**src/rtl/dds_dac_spi.sv**
```systemverilog
// dds_dac_spi: serialises 16-bit DDS samples to an SPI DAC (mode 0).
// Each frame is 24 bits, sent MSB first: {CMD, sample'}.
// A one-deep pending register holds one sample that arrives mid-frame.
// Optional build macro DAC_OFFSET_BINARY_EN: sends the sample as offset binary
// (MSB inverted) instead of two's complement. Framing and timing do not change.
//
// Handshake: sample_valid is a one-cycle strobe with no back-pressure.
//   - IDLE: a strobe starts a frame.
//   - SHIFT or GAP: a strobe is parked in pending. A newer strobe overwrites it
//     and sets the sticky overrun flag.
//
// Timing: one SHIFT frame is 48 half-bit periods (6-bit half_q), each CLK_DIV
// clk cycles long. spi_sclk is half_q[0]. The shift register advances on the
// cycle sclk falls, so spi_mosi is stable while spi_sclk is high.
// The FSM state is exported on dbg_state_o for checkers.
module dds_dac_spi #(
    parameter int         CLK_DIV = 2,
    parameter int         CS_HIGH = 2,
    parameter logic [7:0] CMD     = 8'h30
) (
    input  logic        clk,
    input  logic        reset,
    input  logic [15:0] sample,
    input  logic        sample_valid,
    output logic        spi_sclk,
    output logic        spi_mosi,
    output logic        spi_cs_n,
    output logic        busy,
    output logic        overrun,
    output logic        frame_done,
    output logic [1:0]  dbg_state_o
);

    localparam int DW = $clog2(CLK_DIV) + 1;
    localparam int GW = $clog2(CS_HIGH) + 1;
    localparam logic [DW-1:0] DIV_LAST  = DW'(CLK_DIV - 1);
    localparam logic [GW-1:0] GAP_LAST  = GW'(CS_HIGH - 1);
    localparam logic [5:0]    HALF_LAST = 6'd47;

    typedef enum logic [1:0] {
        IDLE  = 2'd0,
        SHIFT = 2'd1,
        GAP   = 2'd2
    } state_t;

    state_t        state_q, state_d;
    logic [23:0]   shift_q, shift_d;
    logic [5:0]    half_q, half_d;
    logic [DW-1:0] div_q, div_d;
    logic [GW-1:0] gap_q, gap_d;
    logic [15:0]   pend_q, pend_d;
    logic          pend_v_q, pend_v_d;
    logic          ovr_q, ovr_d;
    logic          load;
    logic [15:0]   load_val;

    // Sample format conversion applied when a sample enters the shift register.
    function automatic logic [15:0] conv(input logic [15:0] s);
`ifdef DAC_OFFSET_BINARY_EN
        return {~s[15], s[14:0]};
`else
        return s;
`endif
    endfunction

    // State and datapath registers, synchronous active-high reset.
    always_ff @(posedge clk) begin
        if (reset) begin
            state_q  <= IDLE;
            shift_q  <= '0;
            half_q   <= '0;
            div_q    <= '0;
            gap_q    <= '0;
            pend_q   <= '0;
            pend_v_q <= 1'b0;
            ovr_q    <= 1'b0;
        end else begin
            state_q  <= state_d;
            shift_q  <= shift_d;
            half_q   <= half_d;
            div_q    <= div_d;
            gap_q    <= gap_d;
            pend_q   <= pend_d;
            pend_v_q <= pend_v_d;
            ovr_q    <= ovr_d;
        end
    end

    // Next-state logic: bit timing, gap timing, pending capture and frame load.
    always_comb begin
        state_d  = state_q;
        shift_d  = shift_q;
        half_d   = half_q;
        div_d    = div_q;
        gap_d    = gap_q;
        pend_d   = pend_q;
        pend_v_d = pend_v_q;
        ovr_d    = ovr_q;
        load     = 1'b0;
        load_val = sample;

        // While a frame is in progress, a strobe is parked; overwriting a parked
        // sample is an overrun.
        if (state_q != IDLE && sample_valid) begin
            pend_d   = sample;
            pend_v_d = 1'b1;
            if (pend_v_q) begin
                ovr_d = 1'b1;
            end
        end

        case (state_q)
            IDLE: begin
                if (sample_valid) begin
                    load = 1'b1;
                end
            end
            SHIFT: begin
                if (div_q == DIV_LAST) begin
                    div_d = '0;
                    if (half_q == HALF_LAST) begin
                        state_d = GAP;
                        gap_d   = '0;
                    end else begin
                        half_d = half_q + 6'd1;
                        // Leaving a high phase: present the next bit as sclk falls.
                        if (half_q[0]) begin
                            shift_d = {shift_q[22:0], 1'b0};
                        end
                    end
                end else begin
                    div_d = div_q + DW'(1);
                end
            end
            GAP: begin
                if (gap_q == GAP_LAST) begin
                    // A strobe on this cycle is newer than anything parked.
                    if (sample_valid || pend_v_q) begin
                        load     = 1'b1;
                        load_val = sample_valid ? sample : pend_q;
                        pend_v_d = 1'b0;
                    end else begin
                        state_d = IDLE;
                    end
                end else begin
                    gap_d = gap_q + GW'(1);
                end
            end
            default: begin
                state_d = IDLE;
            end
        endcase

        if (load) begin
            state_d = SHIFT;
            shift_d = {CMD, conv(load_val)};
            half_d  = '0;
            div_d   = '0;
        end
    end

    assign busy        = (state_q != IDLE);
    assign spi_cs_n    = (state_q != SHIFT);
    assign spi_sclk    = (state_q == SHIFT) && half_q[0];
    assign spi_mosi    = (state_q == SHIFT) && shift_q[23];
    assign frame_done  = (state_q == GAP) && (gap_q == '0);
    assign overrun     = ovr_q;
    assign dbg_state_o = state_q;

endmodule

```
**config.mk**
```make
export PLATFORM = sky130hd
export DESIGN_NAME = dds_dac_spi
export DESIGN_NICKNAME = d
export VERILOG_FILES = /design/src/rtl/dds_dac_spi.sv
export SDC_FILE = /design/constraint.sdc
export NUM_CORES = 1
export LEC_CHECK = 0
export BUFFER_PORTS_ARGS = -buffer_cell sky130_fd_sc_hd__buf_4
export CAP_MARGIN = 25
export CORE_AREA = 2 2 75 77
export CTS_BUF_LIST = sky130_fd_sc_hd__clkbuf_8 sky130_fd_sc_hd__clkbuf_16
export CTS_CLUSTER_SIZE = 16
export DETAILED_ROUTE_END_ITERATION = 16
export DIE_AREA = 0 0 77 79
export PLACE_DENSITY = 0.7
export SETUP_SLACK_MARGIN = 0.02
export SYNTH_ARGS = -nofsm -noshare
export SYNTH_HDL_FRONTEND = slang
export SYNTH_SLANG_ARGS = --single-unit
```
**constraint.sdc**
```tcl
create_clock -name clk -period 2.6 [get_ports clk]
set_input_delay 0.52 -clock clk [delete_from_list [all_inputs] [get_ports clk]]
set_output_delay 0.52 -clock clk [all_outputs]
set_load 0.01 [all_outputs]
```
* Yosys cells after proc, flatten, opt, wreduce, memory -nomap -nowiden *
Index checks and enable logic that the tools add are counted.

storage, ports and cells
  bits in registers = 54
  output and inout port bits = 8

operators by class
  add/subtract/negate cells = 3
  equal/unequal tests = 17
  mux-type cells = 28
  bitwise operators = 2
  reductions and logical operators = 20

operators by type and width
  kind                                                   count
  two-way mux 22 bit                                     5
  two-way mux 16 bit                                     4
  two-way mux 2 bit                                      8
  inequality test 2 bit, second input constant           7
  inequality test 3 bit, second input constant           4
  AND reduction 4 bit                                    3
  AND reduction 5 bit                                    2
  nonzero test 2 bit                                     5
  two-way mux 1 bit                                      8
  adder 6 x 1 -> 6 bit, second input constant            1
  equality test 2 x 1 -> 1 bit, second input constant    3
  equality test 6 bit, second input constant             1
  one-hot mux 2 bit (3 select lines)                     1
  adder 2 x 1 -> 2 bit, second input constant            2
  logical AND 1 bit                                      4
  zero test 2 bit                                        2
  one-hot mux 2 bit (2 select lines)                     1
  AND reduction 3 bit                                    1
  equality test 2 bit, second input constant             1
  inequality test 2 x 1 -> 1 bit, second input constant  1
  NOT 1 bit                                              2
  one-hot mux 1 bit (2 select lines)                     1
  AND reduction 2 bit                                    1
  OR reduction 2 bit                                     1
  logical OR 1 bit                                       1

* Depth between registers and ports, before layout *
  word-level depth = 6
  gate-level depth with buffers = 8

* Worst setup path before layout *
Ideal clock, no wire load.

  kind = reg2reg
  start = register state_q[1] (netlist: dbg_state_o[1])
  end = register shift_q[7]
  setup time = 122 ps
  arrival = 1723 ps
  data required time = 2478 ps
  slack = 755 ps
  cell stages (with the launch flop) = 7
  cells stage by stage = dfxtp_1 -> nor2b_2 -> buf_6 -> nand4b_4 -> buf_6 -> mux2_4 -> a221o_1

on the way
  word-level cells in the longest chain between the ends = 4
  elaborated cells on any way between the ends = 11
  those cells by class = 3 x eq/ne; 3 x mux; 5 x reduce/logical

RTL lines
  item                                                                   RTL line  RTL
  from (decl)                                                            46        state_t state_q, state_d;
  from (signal assigned)                                                 78        state_q <= state_d;
  equality test 2 bit or zero test 2 bit (tied branches)                 112       case (state_q)
  one-hot mux 1 bit (2 select lines)                                     112
  inequality test 2 bit (no line) or nonzero test 2 bit (tied branches)  --
  AND reduction 4 bit (no line)                                          --
  to (signal assigned)                                                   79        shift_q <= shift_d;
  to (decl)                                                              47        logic [23:0] shift_q, shift_d;

Several ways; a longest one is shown, not always the timed one.
A chain may end at the register's enable or synchronous reset.

* Worst setup path after layout *
  start = register state_q[1] (netlist: dbg_state_o[1])
  end = register shift_q[2]

Same word-level chain as after synthesis.

==> key figures <==
Status
  – Status: finished clean

Routing
  – Via count: 1916
  – Pre-antenna DRT Iters: 4
  – Met2 wire length: 2.18 mm
  – Met3 Routed Length: 138 µm
  – Initial DRC Count: 120
  – Antenna Nets Post-Route: 0
  – Routed len/inst: 13.4 µm
  – WL met1: 2.48 mm
  – Routed vias/inst: 5.26
  – Top routing layer in use: met4
  – Drt total wl: 4.88 mm
  – DR DRC count: 0

Pwr
  – PwrDens: 534 mW/mm²
  – Static Leak: 0.00111 µW
  – Overall Power: 1540 µW
  – Worst VDD drop: 294 µV

STA
  – Unrepaired setup endpoints after global routing: false
  – Relative slew slack: 50.4%
  – Setup TNS: 0 ns
  – Period utilization: 82.7%
  – Worst Tran Pin Value: 0.744 ns
  – Setup WS post-layout: 0.450 ns
  – Fin crit period: 2.15 ns
  – Final Max Tran Viols: 0
  – Final count of hold timing violations: 0
  – Worst Skew: 0.00700 ns
  – Fmax: 465 MHz
  – Setup violations, final: 0

Synthesis
  – Largest area contributor in the synthesized netlist: dfxtp_1
  – Yosys cell types: 41
  – Seq/Total Area, Yosys: 42.3%
  – Yosys top cell area share: 42.3%
  – Syn_area_per_cell: 9.37 µm²
  – Mapped Nets: 295
  – Async SR Flop Fraction: 0%
  – Mapped Area: 0.00256 mm²
  – Flops & latches, synth: 54
  – Number of synthesized flops with an enable pin: 0
  – Main synth FF type: dfxtp_1
  – Synthesis warning total: 0
  – Mapped Cells: 273
  – Top cells by area, synth: dfxtp_1 42%, a221o_1 5.9%, nand2_1 5.3%

Worst hold path
  – Min-delay src: sample[7]
  – Worst Hold Class: in -> reg

Layout
  – Ant. Diodes: 0
  – Share of cells above drive strength 1: 21.6%
  – Area growth, synth to finish: 12.7%
  – # fillers: 524
  – Seq. cell area: 0.00108 mm²
  – Layout Nets: 313
  – Post-layout util: 54.0%
  – Multi-input logic area: 0.00137 mm²
  – Final Cell Area: 0.00288 mm²

Clock tree
  – # clock sinks: 54
  – Clock Latency Late Sink: 0.31 ns
  – Maximum clock insertion buffer count: 2
  – TritonCTS clock tree: built
  – Num CTS Buffers: 5
  – Post-CTS setup buffers: 0
  – Resize count post-CTS: 0
  – Clock Tree Root: clkbuf_8
  – Cts hold-fix bufs: 0
  – H-tree Lvls: 2
  – Clock transition at path regs: 0.10 ns

Die
  – Die Y: 79 µm
  – Die area: 0.00608 mm²
  – Starting Density: 47.9%
  – Core box area: 0.00534 mm²
  – IO Count: 27
  – Die width: 77 µm
  – Num rows: 27

Run
  – Max-cap violations: 0

Setup path
  – CP startpoint kind: flop
  – Setup CP Type: reg -> reg
  – CP startpoint: dbg_state_o[1]
  – CP Max Fanout: 16
  – CP required: 2.80 ns
  – Reg2reg start: dbg_state_o[1]
  – CP Capture Type: flop
  – Worst EP arrival: 2.35 ns

Placed design
  – Placer Congestion: 0.737
  – Dpl hpwl: 3.11 mm
  – Post-DP Area: 0.00279 mm²
  – Port buffer count: 26
  – Worst slack at placement: 0.450 ns

Global route
  – Gr ovfl total: 0
  – Vias in the first global route: 1802
  – First-pass GRT wire length: 8.33 mm
  – Global Route Usage Sum: 17.0%
  – Antenna violations before repair: 0
  – Largest net degree at the start of global routing: 42
==> worst max-delay path, stage by stage (launching register included) <==
cell	delay, ns
dfxtp_1	0.48
nor2b_2	0.41
nand4b_4	0.40
mux2_2	0.41
a221o_1	0.35
==> cell usage after synthesis, drive strengths merged, types with 4 or more instances <==
cell type,instances
nor3b,15
nor3,6
clkbuf,12
nand2,36
mux2,17
a211oi,4
buf,6
a21oi,21
a221o,15
inv,7
mux2i,7
dfxtp,54
nor2b,20
nor2,18
and2,5
==> report_power, final <==
group / internal (µW) / leakage [µW] / total, µW / switching [µW]
Combinational: 85.6 / 0.000626 / 171 / 85.1
Clock: 215 / 0.0000472 / 485 / 271
Sequential: 862 / 0.000440 / 882 / 19.6
Total: 1160 / 0.00111 / 1540 / 375
==> area by class of cell <==
cell class / instances / share of cell area [%]
tap: 72 / 3.13
clock buffer: 6 / 2.87
sequential: 54 / 37.5
timing repair buffer: 29 / 7.56
multi-input combinational: 194 / 47.6
clock inverter: 2 / 0.434
inverter: 7 / 0.912
==> layout by cell type (no fill, tap or decap), types with 2 or more instances in the layout <==
cell type	count
dfxtp_1	54
nand2_1	36
buf_4	29
a21oi_1	21
nor2b_1	19
nor2_1	18
a221o_1	15
nor3b_1	15
mux2_2	9
mux2_4	8
inv_1	7
mux2i_1	7
clkbuf_8	6
and2_1	5
nor3_1	5
xnor2_1	3
nand3_1	3
a211oi_1	3
ha_1	3
or2_2	2
a21o_1	2
xor2_1	2
a221oi_1	2
==> per-layer routing <==
metal	track usage, %	up-vias
met5	0	-
met4	6.07	0
met3	4.20	6
met2	28.2	18
met1	21.7	898
li1	-	994
==> kinds of logic after synthesis <==
kind of cell / count (synthesis) / synth area share [%]
AO/OA/AOI/OAI: 47 / 13.6
XOR/XNOR: 5 / 1.71
AND/OR/NAND/NOR: 115 / 25.1
flip-flops: 54 / 42.3
buffers and inverters: 25 / 4.40
multiplexers: 24 / 11.4
adder cells (fa/ha/maj): 3 / 1.47
==> state kept, by name, summed over array words and instances, names as in the netlist <==
signal	count
shift_q	24
pend_q	16
half_q	6
dbg_state_o	2
div_q	2
gap_q	2
overrun	1
pend_v_q	1
==> final timing paths <==
check / endpoint / slack [ns] / cells after the start
min reg2reg: pend_q[0] / 0.46 / 2
min: pend_q[7] / 0.46 / 3
max: shift_q[2] / 0.45 / 4
max reg2reg: shift_q[2] / 0.45 / 4
==> metrics by stage <==
step                hold WS, ns  std cells
CTS                       0.449        364
finish                    0.457        364
floorplan                 0.434        273
global route              0.447        364
detailed placement        0.447        356
global placement          0.439        356
Power figures use the tool's default switching activity.
